[src/rtl/rr_mux_reg_if.sv]
// Bundle of handshake and data signals between the channel producers,
// the arbitrating mux and the shared downstream consumer.
interface rr_mux_reg_if #(
    parameter int W   = 8,
    parameter int NCH = 4
);
    localparam int SELW = $clog2(NCH);

    logic [NCH*W-1:0] in_data;
    logic [NCH-1:0]   in_valid;
    logic [NCH-1:0]   in_ready;
    logic             mode;
    logic [SELW-1:0]  sel;
    logic [W-1:0]     out_data;
    logic [SELW-1:0]  out_ch;
    logic             out_valid;
    logic             out_ready;

    // Environment side: producers, select control and downstream consumer.
    modport master (
        output in_data, in_valid, mode, sel, out_ready,
        input  in_ready, out_data, out_ch, out_valid
    );

    // Mux side.
    modport slave (
        input  in_data, in_valid, mode, sel, out_ready,
        output in_ready, out_data, out_ch, out_valid
    );
endinterface

[src/rtl/rr_mux_reg.sv]
// Registered NCH-channel mux with valid/ready flow control. The granted
// channel comes from an external select (mode 0) or from a round-robin
// scan starting at ptr (mode 1). One output register stage, no skid buffer:
// in_ready is combinational from out_ready, in_valid, mode, sel and ptr.
module rr_mux_reg #(
    parameter int W   = 8,
    parameter int NCH = 4
) (
    input  logic          clk,
    input  logic          rst_n,
    rr_mux_reg_if.slave   bus
);
    localparam int SELW = $clog2(NCH);

    logic [SELW-1:0] ptr;
    logic [SELW-1:0] rr_gnt;
    logic            rr_found;
    logic [SELW-1:0] scan_idx;
    logic [SELW-1:0] gnt;
    logic            gnt_vld;
    logic            load_en;
    logic [W-1:0]    gnt_data;
    logic [NCH-1:0]  ready_c;

    logic [W-1:0]    data_q;
    logic [SELW-1:0] ch_q;
    logic            valid_q;

    // The output register can take a word when empty or being drained.
    assign load_en = !valid_q || bus.out_ready;

    // Round-robin scan: first valid channel at ptr, ptr+1, ... (mod NCH).
    // NCH is a power of two, so SELW-bit addition wraps for free.
    always_comb begin
        rr_gnt   = '0;
        rr_found = 1'b0;
        scan_idx = '0;
        for (int k = 0; k < NCH; k++) begin
            scan_idx = ptr + SELW'(k);
            if (!rr_found && bus.in_valid[scan_idx]) begin
                rr_gnt   = scan_idx;
                rr_found = 1'b1;
            end
        end
    end

    // Grant selection; fixed mode never grants anything but sel.
    always_comb begin
        gnt     = '0;
        gnt_vld = 1'b0;
        if (bus.mode) begin
            gnt     = rr_gnt;
            gnt_vld = rr_found;
        end else begin
            gnt     = bus.sel;
            gnt_vld = bus.in_valid[bus.sel];
        end
    end

    // Data of the granted channel, decoded without a variable part-select.
    always_comb begin
        gnt_data = '0;
        for (int i = 0; i < NCH; i++) begin
            if (gnt == SELW'(i)) begin
                gnt_data = bus.in_data[i*W +: W];
            end
        end
    end

    // One-hot ready towards the granted producer only.
    always_comb begin
        ready_c = '0;
        for (int i = 0; i < NCH; i++) begin
            ready_c[i] = load_en && gnt_vld && (gnt == SELW'(i));
        end
    end

    assign bus.in_ready = ready_c;

    // Output register: load on a transfer, empty when nothing is granted,
    // hold everything under backpressure.
    always_ff @(posedge clk or negedge rst_n) begin
        if (!rst_n) begin
            data_q  <= '0;
            ch_q    <= '0;
            valid_q <= 1'b0;
        end else if (load_en) begin
            if (gnt_vld) begin
                data_q  <= gnt_data;
                ch_q    <= gnt;
                valid_q <= 1'b1;
            end else begin
                valid_q <= 1'b0;
            end
        end
    end

    // Round-robin pointer moves past the winner, only on round-robin transfers.
    always_ff @(posedge clk or negedge rst_n) begin
        if (!rst_n) begin
            ptr <= '0;
        end else if (load_en && gnt_vld && bus.mode) begin
            ptr <= gnt + SELW'(1);
        end
    end

    assign bus.out_data  = data_q;
    assign bus.out_ch    = ch_q;
    assign bus.out_valid = valid_q;

endmodule

[src/flat_wrapper.sv]
// flat-port wrapper written by rule: the top's interface ports become plain ports
module rr_mux_reg_flat 
#(
    parameter int W   = 8,
    parameter int NCH = 4
)
  (clk, rst_n, bus_in_data, bus_in_valid, bus_mode, bus_sel, bus_out_ready, bus_in_ready, bus_out_data, bus_out_ch, bus_out_valid);
  rr_mux_reg_if #(.W(W), .NCH(NCH)) bus_i ();
  input  logic clk;
  input  logic rst_n;
  input wire logic [$bits(bus_i.in_data)-1:0] bus_in_data;
  input wire logic [$bits(bus_i.in_valid)-1:0] bus_in_valid;
  input wire logic [$bits(bus_i.mode)-1:0] bus_mode;
  input wire logic [$bits(bus_i.sel)-1:0] bus_sel;
  input wire logic [$bits(bus_i.out_ready)-1:0] bus_out_ready;
  output wire logic [$bits(bus_i.in_ready)-1:0] bus_in_ready;
  output wire logic [$bits(bus_i.out_data)-1:0] bus_out_data;
  output wire logic [$bits(bus_i.out_ch)-1:0] bus_out_ch;
  output wire logic [$bits(bus_i.out_valid)-1:0] bus_out_valid;
  assign bus_i.in_data = bus_in_data;
  assign bus_i.in_valid = bus_in_valid;
  assign bus_i.mode = bus_mode;
  assign bus_i.sel = bus_sel;
  assign bus_i.out_ready = bus_out_ready;
  assign bus_in_ready = bus_i.in_ready;
  assign bus_out_data = bus_i.out_data;
  assign bus_out_ch = bus_i.out_ch;
  assign bus_out_valid = bus_i.out_valid;
  rr_mux_reg #(.W(W), .NCH(NCH)) u_core (.clk(clk), .rst_n(rst_n), .bus(bus_i));
endmodule
[config.mk]
export PLATFORM = sky130hd
export DESIGN_NAME = rr_mux_reg_flat
export DESIGN_NICKNAME = d
export VERILOG_FILES = /design/src/rtl/rr_mux_reg_if.sv /design/src/rtl/rr_mux_reg.sv /design/src/flat_wrapper.sv
export SDC_FILE = /design/constraint.sdc
export NUM_CORES = 1
export LEC_CHECK = 0
export ABC_CLOCK_PERIOD_IN_PS = 6610
export CORE_MARGIN = 3
export CORE_UTILIZATION = 40
export CTS_CLUSTER_SIZE = 30
export DETAILED_ROUTE_END_ITERATION = 8
export PLACE_DENSITY_LB_ADDON = 0.08
export SLEW_MARGIN = 40
export SYNTH_ARGS = -nofsm -noshare
export SYNTH_HDL_FRONTEND = slang
export SYNTH_SLANG_ARGS = --single-unit
[constraint.sdc]
create_clock -name clk -period 6.61 [get_ports clk]
set_input_delay 0.661 -clock clk [delete_from_list [all_inputs] [get_ports clk]]
set_output_delay 0.661 -clock clk [all_outputs]
set_load 0.005 [all_outputs]
==> impl_results.md, run 1 <==
* Result of the run: completed
* Post-placement setup slack at 2350 ps
* Overall die height at between 50 and 60 µm
* Sequential area share after synthesis at 33.2%
* Maximum frequency from static timing analysis at between 0.2 and 0.25 GHz
* Number of endpoints failing setup at the final stage at 0
* Clock transition at the registers of the reported paths at 70 ps
* Wire length of the first global-routing pass at 4150 µm
* Total vias in the final route at 1020
* Reg2reg setup slack at 3770 ps
* Unique masters post-synth at 34
* Max cap viols at 0
* Period utilization at 65.2%
* Buffers and inverters on the worst path at 3
* Syn avg cell area at 8.98 µm²
* Beginning of the worst register-to-register path: u_core.ptr[0]$_DFFE_PN0P_
* Routability congestion estimate at 0.754
* Placed wire-length estimate after detailed placement at 2170 µm
* Worst reg2reg endpoint: u_core.bus.out_data[1]$_DFFE_PN0N_
* Antenna diode count at 0
* EDFF count, synth at 0
* Worst VDD drop at 0.162 mV
* Number of nets produced by synthesis at around 160
* WL met3 at 216 µm
* GRT Overall Usage at 16.8%
* R2R depth at 8
* Effective utilization at floorplan at 43.0%
* Crit path capture type: output port
* Final-report max-slew violation count at 0
* Buffers from clock root to sink, at most at 2
* Remaining DRCs at 0
* Most area-hungry cell type in the Yosys netlist: dfrtp_1
* Leak at 0.000626 µW
* # rows at 17
* Post-layout net count at about 210
* Share of cells above drive strength 1 at 6.17%
* Most frequent cells after synthesis: dfrtp_1, nand2_1, o21ai_0
* Unrepaired setup endpoints after global routing: false
* DRT iter0 DRCs at 29
* Worst path most repeated cell: clkdlybuf4s50_1
* Synthesis-to-finish area growth at 60.7%
* Pwr Density at 246 nW/µm²
* Synthesized instance count at ~110
* Maximum fanout along the worst path at 9
* CTS Hold Bufs at 0
* Area share of the leading cell type in the synthesized netlist at between 30% and 40%
* Drt wl/cell at 13.6 µm
* Slowest cell on the critical path: clkdlybuf4s50_1
* Highest metal used: met4
* Worst Setup Start Kind: input pin
* Final cell utilization of the core at between 60 and 70%
* Minimum setup slack in the final design at around 2300 ps
* Netlist area before placement at slightly below 1000 µm²
* Setup crit start: bus_mode
* Clock tree from TritonCTS: built
* 1st-pass router iterations at 4
* Skew final at 6.05 ps
* Vias per cell at 5.37
* Sinks on the clock net at 13
* Root cell of the clock tree: clkbuf_4
* Setup fix buffers added after clock tree synthesis at 0
* Horizontal die dimension at 55.5 µm
* Antenna Violating Nets Remaining at 0
* Post-Route Setup TNS at 0 ps
* Die Area at 3080 µm²
* Area of the core at around 2300 µm²
* Remaining Overflow, GRT at 0
* YS warnings at 0
* Final worst path period need at 4310 ps
* Arrival time at the worst endpoint at roughly 3700 ps
* CTS resizes at 0
* Total length of routed wires at 2590 µm
* Startpoint-to-endpoint class of the critical path: input pin to output port
* Series of cell instances along the critical path: clkdlybuf4s50_1, or3b_1, a21o_1, o311ai_1, ha_1, clkinv_1, nor2_1, clkdlybuf4s50_1
* Input/output buffers at 56
* Crit-path leading delay family: buffers and inverters
* Power, Total at between 300 and 400 µW
* Required time of the worst setup path at 5950 ps
* Number of global-route vias before repair at 918
* Leading cell types by total area after synthesis: dfrtp_1, a221o_1, o21a_1
* Met1 wire length at 1170 µm
* Total of flip-flops plus latches after synthesis at 13
* Met2 Routed Length at around 1100 µm
* Maximum number of pins on one net before global-route repair at 24
* Critical Path Sink: bus_in_ready[3]
* Main flop type after synthesis: dfrtp_1
* Count of final hold-check violations at 0
* Worst Hold Class: flip-flop to flip-flop
* Fraction of synthesis flops using an asynchronous set or reset pin at 100%
* Clock buffer count from CTS at 3
* Latest clock arrival within the worst-skew pair at 280 ps
* Fillers at ~200
* H-Tree Level Count at 1
* Worst hold-check slack at 482 ps
* Cell depth of the worst setup path at 8
* Largest stage delay on the critical path at 660 ps
* Worst slew margin relative to its limit at 59.6%
* Top-level I/O count at 57
* Slew at the pin closest to its max-slew limit at 606 ps
* Initial antenna violation count at 0
-- stage by stage --
step                std cells  cell area, µm²
floorplan                 109             978
global placement          186            1540
detailed placement        186            1550
CTS                       190            1570
global route              190            1570
finish                    190            1570
-- tightest hold or removal path, delay by kind of cell, from the launching register on --
| family | cells | cell delay [ps] |
|---|---|---|
| compound gates | 1 | 60 |
| flops | 1 | 350 |
| simple gates | 1 | 50 |
-- per-layer routing --
layer  vias to the layer above  global-route usage (%)
met5                         -                       0
met4                         0                    9.38
met3                         5                    1.64
met2                        48                    24.2
met1                       456                    24.4
li1                        511                       -
-- worst min path at each step --
| stage | start | end | slack [ps] | cells past startpoint |
|---|---|---|---|---|
| 6_report | u_core.bus.out_data[6]$_DFFE_PN0N_ | u_core.bus.out_data[6]$_DFFE_PN0N_ | 480 | 2 |
| 5_1_grt | u_core.bus.out_data[2]$_DFFE_PN0N_ | u_core.bus.out_data[2]$_DFFE_PN0N_ | 510 | 2 |
| 4_1_cts | u_core.bus.out_data[6]$_DFFE_PN0N_ | u_core.bus.out_data[6]$_DFFE_PN0N_ | 490 | 2 |
| 3_5_place_dp | u_core.bus.out_data[6]$_DFFE_PN0N_ | u_core.bus.out_data[6]$_DFFE_PN0N_ | 470 | 2 |
| 3_3_place_gp | u_core.bus.out_data[1]$_DFFE_PN0N_ | u_core.bus.out_data[1]$_DFFE_PN0N_ | 460 | 2 |
| 2_1_floorplan | rst_n | u_core.bus.out_ch[0]$_DFFE_PN0N_ | 370 | 0 |
-- kinds of logic after synthesis --
family,Yosys count,synth area share (%)
adders and majority gates,4,5.12
AOI/OAI and AO/OA,45,34.3
DFF,13,33.2
and+or+nand+nor,27,13.7
buffers and inverters,15,7.03
muxes,5,6.65
-- sequential cells by signal (all words and copies together) (netlist names) --
| signal | flops |
|---|---|
| u_core.bus.out_valid | 1 |
| u_core.bus.out_data | 8 |
| u_core.ptr | 2 |
| u_core.bus.out_ch | 2 |
-- final cells by class --
class	count	area, µm²	area share, %
multi-input cells	81	596	37.9
repair buffers	56	561	35.6
flip-flops and latches	13	325	20.7
well taps	28	35.0	2.23
inverters	8	30.0	1.91
clock buffers	4	26.3	1.67
-- cell usage in the layout (no fill, tap or decap), types with 3 or more instances in the layout --
master | netlist | routed
o21ai_0 | 11 | 11
clkbuf_4 | 0 | 3
a221o_1 | 7 | 7
a22oi_1 | 8 | 8
o21a_1 | 9 | 9
nand2_1 | 13 | 13
inv_1 | 6 | 6
dfrtp_1 | 13 | 13
ha_1 | 4 | 4
clkdlybuf4s50_1 | 0 | 56
nand2b_1 | 3 | 3
nor2_1 | 5 | 5
-- report_power, final --
| part | leakage (µW) | internal, µW | switching (µW) |
|---|---|---|---|
| logic | 0.000452 | 123 | 85.0 |
| clock network | 0.0000150 | 23.4 | 24.1 |
| registers | 0.000159 | 107 | 24.4 |
Power figures use the tool's default switching activity.
==> run 2, diff against run 1 <==
--- a/config.mk
+++ b/config.mk
@@ -5,9 +5,9 @@
 export SDC_FILE = /design/constraint.sdc
 export NUM_CORES = 1
 export LEC_CHECK = 0
-export ABC_CLOCK_PERIOD_IN_PS = 6610
+export ABC_CLOCK_PERIOD_IN_PS = 4300
 export CORE_MARGIN = 3
-export CORE_UTILIZATION = 40
+export CORE_UTILIZATION = 37
 export CTS_CLUSTER_SIZE = 30
 export DETAILED_ROUTE_END_ITERATION = 8
 export PLACE_DENSITY_LB_ADDON = 0.08
==> constraint.sdc (replaced) <==
create_clock -name clk -period 4.3 [get_ports clk]
set_input_delay 0.43 -clock clk [delete_from_list [all_inputs] [get_ports clk]]
set_output_delay 0.43 -clock clk [all_outputs]
set_load 0.005 [all_outputs]
==> run 2 against run 1 <==
- clock skew is 1.9 ps higher
- register-to-register slack worse by 2300 ps
- non-clock buffer count is 1 higher
- first-iteration DRC count is 14% higher
- wire length is 15% higher
- critical path depth stayed put
- via count is 3.1% higher
- hold slack better by 0.90 ps
- clock power is 67% higher
- total power is 57% higher
==> impl_results.md, run 2 (synthesis results as in run 1) <==
* Crit-path leading delay family: buffers and inverters
* Placed wire-length estimate after detailed placement at 2470 µm (+14%)
* Total vias in the final route at 1052 (+3.1%)
* # rows at 18 (+1)
* Worst Hold Class: flip-flop to flip-flop
* Remaining Overflow, GRT at 0 (unchanged)
* Clock transition at the registers of the reported paths at 80 ps (about the same)
* Post-Route Setup TNS at 0 ps (unchanged)
* Startpoint-to-endpoint class of the critical path: input pin to output port
* Maximum fanout along the worst path at 9 (unchanged)
* Maximum number of pins on one net before global-route repair at 20 (-17%)
* Number of endpoints failing setup at the final stage at 0 (unchanged)
* Antenna Violating Nets Remaining at 0 (unchanged)
* Largest stage delay on the critical path at 550 ps (-110 ps)
* Root cell of the clock tree: clkbuf_4
* Horizontal die dimension at 57.4 µm (+3.5%)
* Result of the run: completed
* Worst VDD drop at 0.252 mV (+55%)
* Synthesis-to-finish area growth at 60.6% (about the same)
* Worst path most repeated cell: clkdlybuf4s50_1
* Period utilization at slightly below 90%
* Top-level I/O count at 57 (unchanged)
* Post-layout net count at 210 (+0.48%)
* CTS Hold Bufs at 0 (unchanged)
* H-Tree Level Count at 1 (unchanged)
* Cell total after placement at 189 (+1.6%)
* Sinks on the clock net at 13 (unchanged)
* Series of cell instances along the critical path: clkdlybuf4s50_1, or4b_1, a21o_1, o311ai_1, ha_1, clkinv_1, nor2_1, clkdlybuf4s50_1
* Wire length of the first global-routing pass at 4890 µm (+18%)
* Reg2reg setup slack at 1460 ps (-2310 ps)
* Count of final hold-check violations at 0 (unchanged)
* GRT Overall Usage at 18.8% (+2.0 points)
* Most frequent cells in the layout: clkdlybuf4s50_1, nand2_1, dfrtp_1
* Post-layout instance count excluding filler cells at 193 (+1.6%)
* Skew final at 7.96 ps (+1.91 ps)
* Slew at the pin closest to its max-slew limit at 598 ps (-8.05 ps)
* Maximum frequency from static timing analysis at 0.266 GHz
* Area taken by flip-flops and latches at 325 µm² (unchanged)
* Max cap viols at 0 (unchanged)
* Latest clock arrival within the worst-skew pair at 280 ps (about the same)
* Final-report max-slew violation count at 0 (unchanged)
* Buffers from clock root to sink, at most at 2 (unchanged)
* Clock tree from TritonCTS: built
* Vias per cell at 5.45 (+1.5%)
* Overall die height at 57.4 µm (+3.5%)
* Final worst path period need at 3760 ps
* Pwr Density at 387 nW/µm² (+57%)
* Effective utilization at floorplan at 39.1% (-3.9 points)
* Number of global-route vias before repair at 1110 (+21%)
* Drt wl/cell at 15.4 µm (+13%)
* DRT iter0 DRCs at 33 (+14%)
* Slowest cell on the critical path: or4b_1
* Crit path capture type: output port
* Area of combinational cells with multiple inputs at 584 µm² (-1.9%)
* Arrival time at the worst endpoint at 3330 ps (-320 ps)
* Buffers and inverters on the worst path at 3 (unchanged)
* Commonest non-fill, non-tap cell in the layout: clkdlybuf4s50_1
* Share of cells above drive strength 1 at 6.75% (+0.58 points)
* Antenna diode count at 0 (unchanged)
* Initial antenna violation count at 0 (unchanged)
* Fillers at 230 (+14%)
* Worst Setup Start Kind: input pin
* Clock buffer count from CTS at 3 (unchanged)
* Input/output buffers at 56 (unchanged)
* Setup fix buffers added after clock tree synthesis at 0 (unchanged)
* Routability congestion estimate at 0.941 (+25%)
* Remaining DRCs at 0 (unchanged)
* Area of the core at 2500 µm² (+9.8%)
* Leak at 0.000630 µW (+0.57%)
* 1st-pass router iterations at 5 (+1)
* Required time of the worst setup path at 3870 ps (-2080 ps)
* Worst slew margin relative to its limit at 60.0% (+0.41 points)
* Max reg flops at 8 (unchanged)
* CTS resizes at 0 (unchanged)
* Die Area at 3300 µm² (+7.2%)
* Total length of routed wires at 2980 µm (+15%)
* Unrepaired setup endpoints after global routing: false
run 2: power breakdown:
group	internal [µW]	switching [µW]
Clock	35.9	43.5
Combinational	190	138
Sequential	165	36.0
run 2: area by class of cell:
| type | count | share of cell area [%] |
|---|---|---|
| clock buffers | 4 | 1.67 |
| inverters | 8 | 1.91 |
| multi-input cells | 81 | 37.2 |
| flip-flops and latches | 13 | 20.7 |
| well taps | 30 | 2.39 |
| repair buffers | 57 | 36.1 |
run 2: worst min-delay path, stage by stage, from the launching register on:
cell,delay [ps]
dfrtp_1,350
nand2_1,40
o21ai_0,60
run 2: worst paths after layout:
kind,startpoint,to,depth (start not counted)
max,bus_in_valid[2],bus_in_ready[2],8
min,u_core.bus.out_data[7]$_DFFE_PN0N_,u_core.bus.out_data[7]$_DFFE_PN0N_,2
max reg2reg,u_core.ptr[1]$_DFFE_PN0P_,u_core.bus.out_data[2]$_DFFE_PN0N_,9
min reg2reg,u_core.bus.out_data[7]$_DFFE_PN0N_,u_core.bus.out_data[7]$_DFFE_PN0N_,2
max in group asynchronous,rst_n,u_core.bus.out_data[4]$_DFFE_PN0N_,1
min in group asynchronous,rst_n,u_core.ptr[0]$_DFFE_PN0P_,1
run 2: layer usage:
metal / vias up / wire (µm) / global-route usage [%]
li1: 513 / - / -
met1: 481 / 1230 / 23.2
met5: - / 0 / 0
met3: 2 / 226 / 2.04
met2: 56 / 1490 / 33.7
met4: 0 / 27 / 5.96
run 2: metrics by stage:
step | hold WS (ps) | total power [µW] | area (µm²) | utilization, % | setup WS, ps
after floorplan | 134 | 368 | 978 | - | 1750
after global placement | 459 | 519 | 1550 | 61.8 | 663
after detailed placement | 472 | 532 | 1550 | 61.8 | 582
after CTS | 491 | 611 | 1570 | 62.9 | 552
after global routing | 502 | 656 | 1570 | 62.9 | 380
final | 483 | 608 | 1570 | 62.9 | 540
